### config.mk
export PLATFORM = sky130hd
export DESIGN_NAME = fma_pipe_param
export DESIGN_NICKNAME = d
export VERILOG_FILES = /design/src/rtl/fma_pipe_param.sv
export SDC_FILE = /design/constraint.sdc
export NUM_CORES = 2
export LEC_CHECK = 0
export BUFFER_PORTS_ARGS = -buffer_cell sky130_fd_sc_hd__buf_2
export CAP_MARGIN = 20
export CORE_ASPECT_RATIO = 0.75
export CORE_MARGIN = 5
export CORE_UTILIZATION = 40
export DETAILED_ROUTE_END_ITERATION = 8
export GPL_TIMING_DRIVEN = 0
export HOLD_SLACK_MARGIN = 0.03
export SYNTH_ARGS = -nofsm -noshare
export SYNTH_HDL_FRONTEND = slang
export SYNTH_SLANG_ARGS = --single-unit
### constraint.sdc
create_clock -name clock -period 12.2 [get_ports clock]
set_clock_uncertainty 0.05 [all_clocks]
set_input_delay 1.22 -clock clock [delete_from_list [all_inputs] [get_ports clock]]
set_output_delay 1.22 -clock clock [all_outputs]
set_load 0.05 [all_outputs]
### src/rtl/fma_pipe_param.sv
// Four-stage parametrised floating-point multiply-add (a*b+c, a*b-c, a*b, a+c) with valid/ready flow control.
// Optional build macro FMA_PIPE_ROUND_NEAREST_EN selects round-to-nearest-even; otherwise results truncate toward zero.
module fma_pipe_param #(
  parameter int EXP_W  = 8,
  parameter int MAN_W  = 23,
  parameter int SIDE_W = 12
) (
  input  logic                         clock,
  input  logic                         reset,
  input  logic                         in_valid,
  output logic                         in_ready,
  input  logic [1+EXP_W+MAN_W-1:0]     a_in,
  input  logic [1+EXP_W+MAN_W-1:0]     b_in,
  input  logic [1+EXP_W+MAN_W-1:0]     c_in,
  input  logic [1:0]                   op_in,
  input  logic [SIDE_W-1:0]            side_in,
  output logic                         out_valid,
  input  logic                         out_ready,
  output logic [1+EXP_W+MAN_W-1:0]     result,
  output logic [SIDE_W-1:0]            side_out,
  output logic [3:0]                   flags
);
  localparam int W    = 1 + EXP_W + MAN_W;
  localparam int BIAS = (1 << (EXP_W - 1)) - 1;
  localparam int MW   = MAN_W + 1;
  localparam int PW   = 2 * MW;
  localparam int FW   = PW + 3;
  localparam int SW   = FW + 1;
  localparam int EX   = EXP_W + 2;
  localparam int LW   = $clog2(SW);
  localparam int EI   = EX + LW + 2;

  localparam logic [EXP_W-1:0]        EXP_ONES = '1;
  localparam logic [W-1:0]            QNAN     = {1'b0, EXP_ONES, 1'b1, {(MAN_W-1){1'b0}}};
  localparam logic signed [EI-1:0]    EMAX     = EI'((1 << EXP_W) - 1);

  logic advance;
  logic v1, v2, v3, v4;

  assign advance   = !v4 || out_ready;
  assign in_ready  = advance;
  assign out_valid = v4;

  // ---------------- S1: operand select, unpack, classify ----------------
  logic [W-1:0]       b_eff, c_eff;
  logic               sa, sb, sc;
  logic [EXP_W-1:0]   ea, eb, ec;
  logic [MAN_W-1:0]   fa, fb, fc;
  logic               za, zb, zc, ia, ib, ic, na, nb, nc, sp;
  logic               spec_hit, spec_inv;
  logic [W-1:0]       spec_res;

  always_comb begin
    b_eff = b_in;
    c_eff = c_in;
    case (op_in)
      2'b01:   c_eff = {~c_in[W-1], c_in[W-2:0]};
      2'b10:   c_eff = '0;
      2'b11:   b_eff = {1'b0, EXP_W'(BIAS), {MAN_W{1'b0}}};
      default: ;
    endcase
  end

  assign {sa, ea, fa} = a_in;
  assign {sb, eb, fb} = b_eff;
  assign {sc, ec, fc} = c_eff;
  assign za = (ea == '0);
  assign zb = (eb == '0);
  assign zc = (ec == '0);
  assign ia = (ea == EXP_ONES) && (fa == '0);
  assign ib = (eb == EXP_ONES) && (fb == '0);
  assign ic = (ec == EXP_ONES) && (fc == '0);
  assign na = (ea == EXP_ONES) && (fa != '0);
  assign nb = (eb == EXP_ONES) && (fb != '0);
  assign nc = (ec == EXP_ONES) && (fc != '0);
  assign sp = sa ^ sb;

  always_comb begin
    spec_hit = 1'b1;
    spec_inv = 1'b0;
    spec_res = QNAN;
    if (na || nb || nc) begin
      spec_inv = 1'b0;
    end else if ((ia && zb) || (za && ib)) begin
      spec_inv = 1'b1;
    end else if ((ia || ib) && ic && (sp != sc)) begin
      spec_inv = 1'b1;
    end else if (ia || ib) begin
      spec_res = {sp, EXP_ONES, {MAN_W{1'b0}}};
    end else if (ic) begin
      spec_res = {sc, EXP_ONES, {MAN_W{1'b0}}};
    end else begin
      spec_hit = 1'b0;
    end
  end

  logic [SIDE_W-1:0]  side1;
  logic               hit1, inv1, sp1, sc1, pz1, cz1;
  logic [W-1:0]       sres1;
  logic [EXP_W-1:0]   ea1, eb1, ec1;
  logic [MW-1:0]      ma1, mb1, mc1;

  always_ff @(posedge clock or posedge reset) begin
    if (reset) begin
      v1 <= 1'b0; side1 <= '0; hit1 <= 1'b0; inv1 <= 1'b0; sres1 <= '0;
      sp1 <= 1'b0; sc1 <= 1'b0; pz1 <= 1'b0; cz1 <= 1'b0;
      ea1 <= '0; eb1 <= '0; ec1 <= '0; ma1 <= '0; mb1 <= '0; mc1 <= '0;
    end else if (advance) begin
      v1    <= in_valid;
      side1 <= side_in;
      hit1  <= spec_hit;
      inv1  <= spec_inv;
      sres1 <= spec_res;
      sp1   <= sp;
      sc1   <= sc;
      pz1   <= za || zb;
      cz1   <= zc;
      ea1   <= ea;
      eb1   <= eb;
      ec1   <= ec;
      // Denormals flush to zero by dropping the hidden bit and the fraction.
      ma1   <= za ? '0 : {1'b1, fa};
      mb1   <= zb ? '0 : {1'b1, fb};
      mc1   <= zc ? '0 : {1'b1, fc};
    end
  end

  // ---------------- S2: mantissa multiply, exponent sum ----------------
  logic signed [EX-1:0] ep_raw;
  assign ep_raw = EX'(ea1) + EX'(eb1) - EX'(BIAS);

  logic [SIDE_W-1:0]    side2;
  logic                 hit2, inv2, sp2, sc2, zneg2;
  logic [W-1:0]         sres2;
  logic [PW-1:0]        pm2;
  logic [MW-1:0]        mc2;
  logic signed [EX-1:0] ep2, ec2;

  always_ff @(posedge clock or posedge reset) begin
    if (reset) begin
      v2 <= 1'b0; side2 <= '0; hit2 <= 1'b0; inv2 <= 1'b0; sres2 <= '0;
      sp2 <= 1'b0; sc2 <= 1'b0; zneg2 <= 1'b0; pm2 <= '0; mc2 <= '0; ep2 <= '0; ec2 <= '0;
    end else if (advance) begin
      v2    <= v1;
      side2 <= side1;
      hit2  <= hit1;
      inv2  <= inv1;
      sres2 <= sres1;
      sp2   <= sp1;
      sc2   <= sc1;
      zneg2 <= pz1 && cz1 && sp1 && sc1;
      pm2   <= PW'(ma1) * PW'(mb1);
      mc2   <= mc1;
      // A zero operand borrows the other's exponent so it never dominates alignment.
      ep2   <= pz1 ? EX'(ec1) : ep_raw;
      ec2   <= cz1 ? ep_raw : EX'(ec1);
    end
  end

  // ---------------- S3: align and add/subtract ----------------
  logic [FW-1:0] xp, xc, xbig, xsml, xsh, mask;
  logic [EX:0]   de;
  logic [SW-1:0] sum;
  logic          p_big, sat, sgn;

  always_comb begin
    xp    = {pm2, 3'b000};
    xc    = {1'b0, mc2, {(MAN_W + 3){1'b0}}};
    p_big = (ep2 >= ec2);
    de    = p_big ? ({ep2[EX-1], ep2} - {ec2[EX-1], ec2})
                  : ({ec2[EX-1], ec2} - {ep2[EX-1], ep2});
    xbig  = p_big ? xp : xc;
    xsml  = p_big ? xc : xp;
    sat   = (32'(de) >= 32'(FW));
    mask  = ~({FW{1'b1}} << de);
    if (sat) xsh = {{(FW-1){1'b0}}, |xsml};
    else     xsh = (xsml >> de) | {{(FW-1){1'b0}}, |(xsml & mask)};
    if (sp2 == sc2) begin
      sum = {1'b0, xbig} + {1'b0, xsh};
      sgn = sp2;
    end else if (xbig >= xsh) begin
      sum = {1'b0, xbig - xsh};
      sgn = p_big ? sp2 : sc2;
    end else begin
      sum = {1'b0, xsh - xbig};
      sgn = p_big ? sc2 : sp2;
    end
  end

  logic [SIDE_W-1:0]    side3;
  logic                 hit3, inv3, sgn3, zneg3;
  logic [W-1:0]         sres3;
  logic [SW-1:0]        sum3;
  logic signed [EX-1:0] e3;

  always_ff @(posedge clock or posedge reset) begin
    if (reset) begin
      v3 <= 1'b0; side3 <= '0; hit3 <= 1'b0; inv3 <= 1'b0; sres3 <= '0;
      sgn3 <= 1'b0; zneg3 <= 1'b0; sum3 <= '0; e3 <= '0;
    end else if (advance) begin
      v3    <= v2;
      side3 <= side2;
      hit3  <= hit2;
      inv3  <= inv2;
      sres3 <= sres2;
      sgn3  <= sgn;
      zneg3 <= zneg2;
      sum3  <= sum;
      e3    <= p_big ? ep2 : ec2;
    end
  end

  // ---------------- S4: normalise, round, pack ----------------
  logic [LW-1:0]         lead;
  logic [SW-2:0]         nrm;
  logic signed [EI-1:0]  en;
  logic [MAN_W-1:0]      man;
  logic                  g, r, st;
  logic [W-1:0]          res_n;
  logic [3:0]            flg_n;
`ifdef FMA_PIPE_ROUND_NEAREST_EN
  logic                  inc, cy;
`endif

  always_comb begin
    lead = '0;
    for (int i = 0; i < SW; i++) begin
      if (sum3[i]) lead = LW'(i);
    end
    // Hidden bit lands just above the kept field and is dropped.
    nrm = (SW-1)'(sum3 << (LW'(SW - 1) - lead));
    en  = EI'(e3) + EI'(lead) - EI'(FW - 2);
    man = nrm[SW-2 -: MAN_W];
    g   = nrm[SW-2-MAN_W];
    r   = nrm[SW-3-MAN_W];
    st  = |nrm[SW-4-MAN_W:0];
`ifdef FMA_PIPE_ROUND_NEAREST_EN
    inc = g && (r || st || man[0]);
    {cy, man} = {1'b0, man} + {{MAN_W{1'b0}}, inc};
    if (cy) en = en + EI'(1);
`endif
    res_n = {sgn3, en[EXP_W-1:0], man};
    flg_n = {3'b000, g | r | st};
    if (hit3) begin
      res_n = sres3;
      flg_n = {inv3, 3'b000};
    end else if (sum3 == '0) begin
      res_n = {zneg3, {(W-1){1'b0}}};
      flg_n = 4'b0000;
    end else if (en >= EMAX) begin
      res_n = {sgn3, EXP_ONES, {MAN_W{1'b0}}};
      flg_n = 4'b0101;
    end else if (en[EI-1] || en == '0) begin
      res_n = {sgn3, {(W-1){1'b0}}};
      flg_n = 4'b0011;
    end
  end

  always_ff @(posedge clock or posedge reset) begin
    if (reset) begin
      v4 <= 1'b0; result <= '0; side_out <= '0; flags <= '0;
    end else if (advance) begin
      v4       <= v3;
      result   <= res_n;
      side_out <= side3;
      flags    <= flg_n;
    end
  end

endmodule
==> implementation parameters <==
Parameter                              Value

Synth
  Mapped Nets ... 7298
  Most instantiated library cell after synthesis ... nand2_1
  Ranking of synthesized cells by instance count ... 1268 x nand2_1, 727 x inv_1, 488 x fa_1
  #FFs+latches synth ... 362
  Cell area after technology mapping ... approximately 0.051 mm2
  Mean area per synthesized cell ... about 8 um2
  Cell type with the highest aggregate area in the netlist ... fa_1
  Synth Instances ... roughly 6300
  Total of warnings raised by yosys ... 0
  Yosys cell types ... approximately 110
  Synth async-reset ratio ... 1.00
  Number of enable-type register cells in the synthesized netlist ... 0
  Post-synthesis sequential area ratio ... 0.179
  Proportion of netlist area held by the largest area contributor ... 0.193
  Top flip-flop cell by instance count after synthesis ... dfrtp_1
  Top post-synthesis cells by area ... fa_1 19%, dfrtp_1 18%, nand2_1 9.4%

Global route
  Combined global-route utilization of all metal layers ... 0.345
  GR met3 Demand/Resource ... 0.125
  Initial antenna violation count ... 23
  Sum of overflow across all layers after global routing ... 0
  Met2 global-route usage ... 0.432
  Peak-usage layer in the global routing report ... met1
  Largest net degree at the start of global routing ... between 100 and 150
  Vias in the first global route ... between 40000 and 50000
  Met1 routing resource usage after global routing ... 0.551
  Wire length of the first global-routing pass ... between 300000 and 400000 um

CTS
  Max Root-Sink Buffers ... 3
  Clock tree from TritonCTS ... built
  Total of hold buffers inserted after clock tree synthesis ... 0
  Clock transition at the registers of the reported paths ... ~0.060 ns
  Clock Tree Root ... clkbuf_16
  H-tree lvl count ... 2
  Number of sinks driven by the clock tree ... roughly 360
  Clock latency on the worst-skew pair ... 0.65 ns
  Number of buffers created by CTS ... 44

Run
  Max cap viols ... 0

Worst setup path
  Reg2Reg Launch Point ... ep2[1]$_DFFE_PP0P_
  R2R Path End ... sum3[49]$_DFFE_PP0P_
  Startpoint class of the critical path ... flop
  Kind of critical path ... reg2reg
  Setup slack, reg-to-reg ... between 0.1 and 0.15 ns
  Required time reported for the critical path endpoint ... 12.67 ns
  Timing startpoint of the critical path ... ep2[1]$_DFFE_PP0P_
  CP peak stage delay ... around 0.58 ns
  Critical path endpoint ... sum3[49]$_DFFE_PP0P_
  Highest-delay cell along the critical path ... a31oi_2
  Data arrival time at the worst-slack endpoint ... around 13 ns
  Endpoint kind of the worst setup timing path ... flop
  R2R cell count ... between 40 and 50
  Worst Path Max Fanout ... 10

Timing
  Hold violation total from the final report ... 0
  Timing-limited maximum frequency ... roughly 83 MHz
  Relative slew slack ... -0.0633
  Max-slew violation count ... 4
  Final WS setup ... around 0.14 ns
  Hold Slack ... slightly above 0.4 ns
  Post-layout minimum cycle time ... about 12 ns
  Final number of setup-violating endpoints ... 0
  Pin slew with the least headroom to its limit ... 1.59 ns
  Fraction of the cycle the final worst path needs ... 0.989
  Unrepaired setup endpoints after global routing ... false

Floorplan
  Width of the chip ... 420 um
  Core Footprint ... 0.125 mm2
  Rows ... roughly 110
  Number of placed I/O pins ... ~160
  Total die area ... 0.134 mm2
  Vertical die dimension ... between 300 and 400 um
  Initial Util ... 0.405

Placed design
  Dpl cell area ... approximately 0.054 mm2
  Post-Place Cells ... between 8000 and 9000
  GP Congestion ... about 1.0
  Placement-stage worst setup slack ... -1.19 ns
  DP Wirelength ... 197000 um
  Buffers on Ports ... 163

Status
  Failing checks ... slew limit
  Outcome ... complete, but fails checks

Route
  Vias per std cell ... 6.04
  Number of remaining DRC errors ... 0
  Antenna-violating nets left ... 0
  Average wire per standard cell ... 28.6 um
  Number of detailed-route iterations in the first pass ... 9
  Routed wire length ... 236000 um
  Drt initial violations ... just under 7000
  Routed via count ... 49800

Cells and area
  Summed area of non-filler cells in the final layout ... 0.0555 mm2
  Cell Count, Final, Fillers Out ... 8247
  Layout area overhead ... 9.78%
  Fraction of layout cells with a size suffix above 1 ... 0.0646
  # nets final ... 7523

Worst hold path
  Worst Hold Class ... reg2reg
-- critical path, delay by kind of cell (launching register included) --
| kind | cells | cell delay, ns |
|---|---|---|
| DFF | 1 | 0.48 |
| and+or+nand+nor | 9 | 2.15 |
| AOI/OAI and AO/OA | 24 | 6.81 |
| buffers and inverters | 6 | 1.38 |
| adders and majority gates | 3 | 1.02 |
-- how the worst min path moves through the flow --
stage | start | to | slack, ns | cells after the start
floorplan | v3$_DFFE_PP0P_ | v3$_DFFE_PP0P_ | 0.38 | 2
global placement | side_out[2]$_DFFE_PP0P_ | side_out[2]$_DFFE_PP0P_ | 0.40 | 2
detailed placement | side_out[3]$_DFFE_PP0P_ | side_out[3]$_DFFE_PP0P_ | 0.40 | 2
CTS | mc1[5]$_DFFE_PP0P_ | mc2[5]$_DFFE_PP0P_ | 0.41 | 2
global route | side2[4]$_DFFE_PP0P_ | side2[4]$_DFFE_PP0P_ | 0.44 | 2
finish | side1[7]$_DFFE_PP0P_ | side1[7]$_DFFE_PP0P_ | 0.41 | 2
-- kinds of logic (layout without fill, tap and decap cells) --
group           after synthesis  count (layout)  synth area share
mux                         287             287            0.0639
simple gates               2341            2341             0.208
flops                       362             362             0.179
buf+inv                    1123            1382            0.0844
other cells                   0              10                 0
fa+ha+maj                   859             859             0.285
xor+xnor                    108             108            0.0189
compound gates             1245            1245             0.160
-- metal layers --
| metal | wire, um | up-vias |
|---|---|---|
| li1 | - | 21500 |
| met1 | 111000 | 25100 |
| met2 | 86300 | 2923 |
| met3 | 32800 | 296 |
| met4 | 6040 | 2 |
| met5 | 12 | - |
-- state kept, by name, indices dropped and copies added, names as in the netlist, 3 cells and up --
register,count
e3,10
ea1,8
eb1,8
ec1,8
ec2,10
ep2,10
flags,4
ma1,24
mb1,24
mc1,24
mc2,24
pm2,48
result,32
side1,12
side2,12
side3,12
side_out,12
sres1,3
sres2,3
sres3,3
sum3,52
-- stage by stage --
stage | TNS [ns] | util
finish | 0 | 0.444
global route | 0 | 0.444
CTS | 0 | 0.443
detailed placement | -3.37 | 0.430
global placement | -1287.81 | 0.428
floorplan | 0 | -
-- repair_timing --
item                       in CTS  in global routing
resized for setup              12                 20
setup endpoints to repair       9                 14
buffers inserted                0                  0
-- cells in the final DEF (no fill, tap or decap), types with 23 or more instances in the layout --
cell / instances
a21oi_1: 343
nor2b_1: 27
nor3_1: 110
inv_1: 726
clkbuf_16: 44
a211oi_1: 46
mux2i_1: 238
clkbuf_1: 312
o31ai_1: 33
nand2_1: 1267
a31oi_1: 57
or3_1: 24
mux2_2: 23
o211ai_1: 44
buf_2: 183
nand2b_1: 50
ha_1: 371
a22o_1: 57
nand3_1: 86
dfrtp_1: 362
o21a_1: 26
and3_1: 41
or2_2: 23
o21ai_0: 284
o21bai_1: 66
xnor2_1: 68
and2_1: 219
a21o_1: 62
nor2_1: 342
mux4_2: 25
nor4_1: 54
fa_1: 488
xor2_1: 38
nand4_1: 35
buf_1: 40
-- cell type report --
cell class | instances | area, um2
antenna | 10 | 25.0
inverter | 733 | 2760
clock inverter | 24 | 387
multi-input combinational | 4840 | 37300
sequential | 362 | 9060
fill | 12800 | 69400
timing repair buffer | 181 | 1110
buffer | 388 | 1530
clock buffer | 56 | 1260
tap | 1653 | 2070
Power is left out: the tool's default activity adds up to more than one toggle a clock period on the data nets, which glitch-free logic cannot reach.
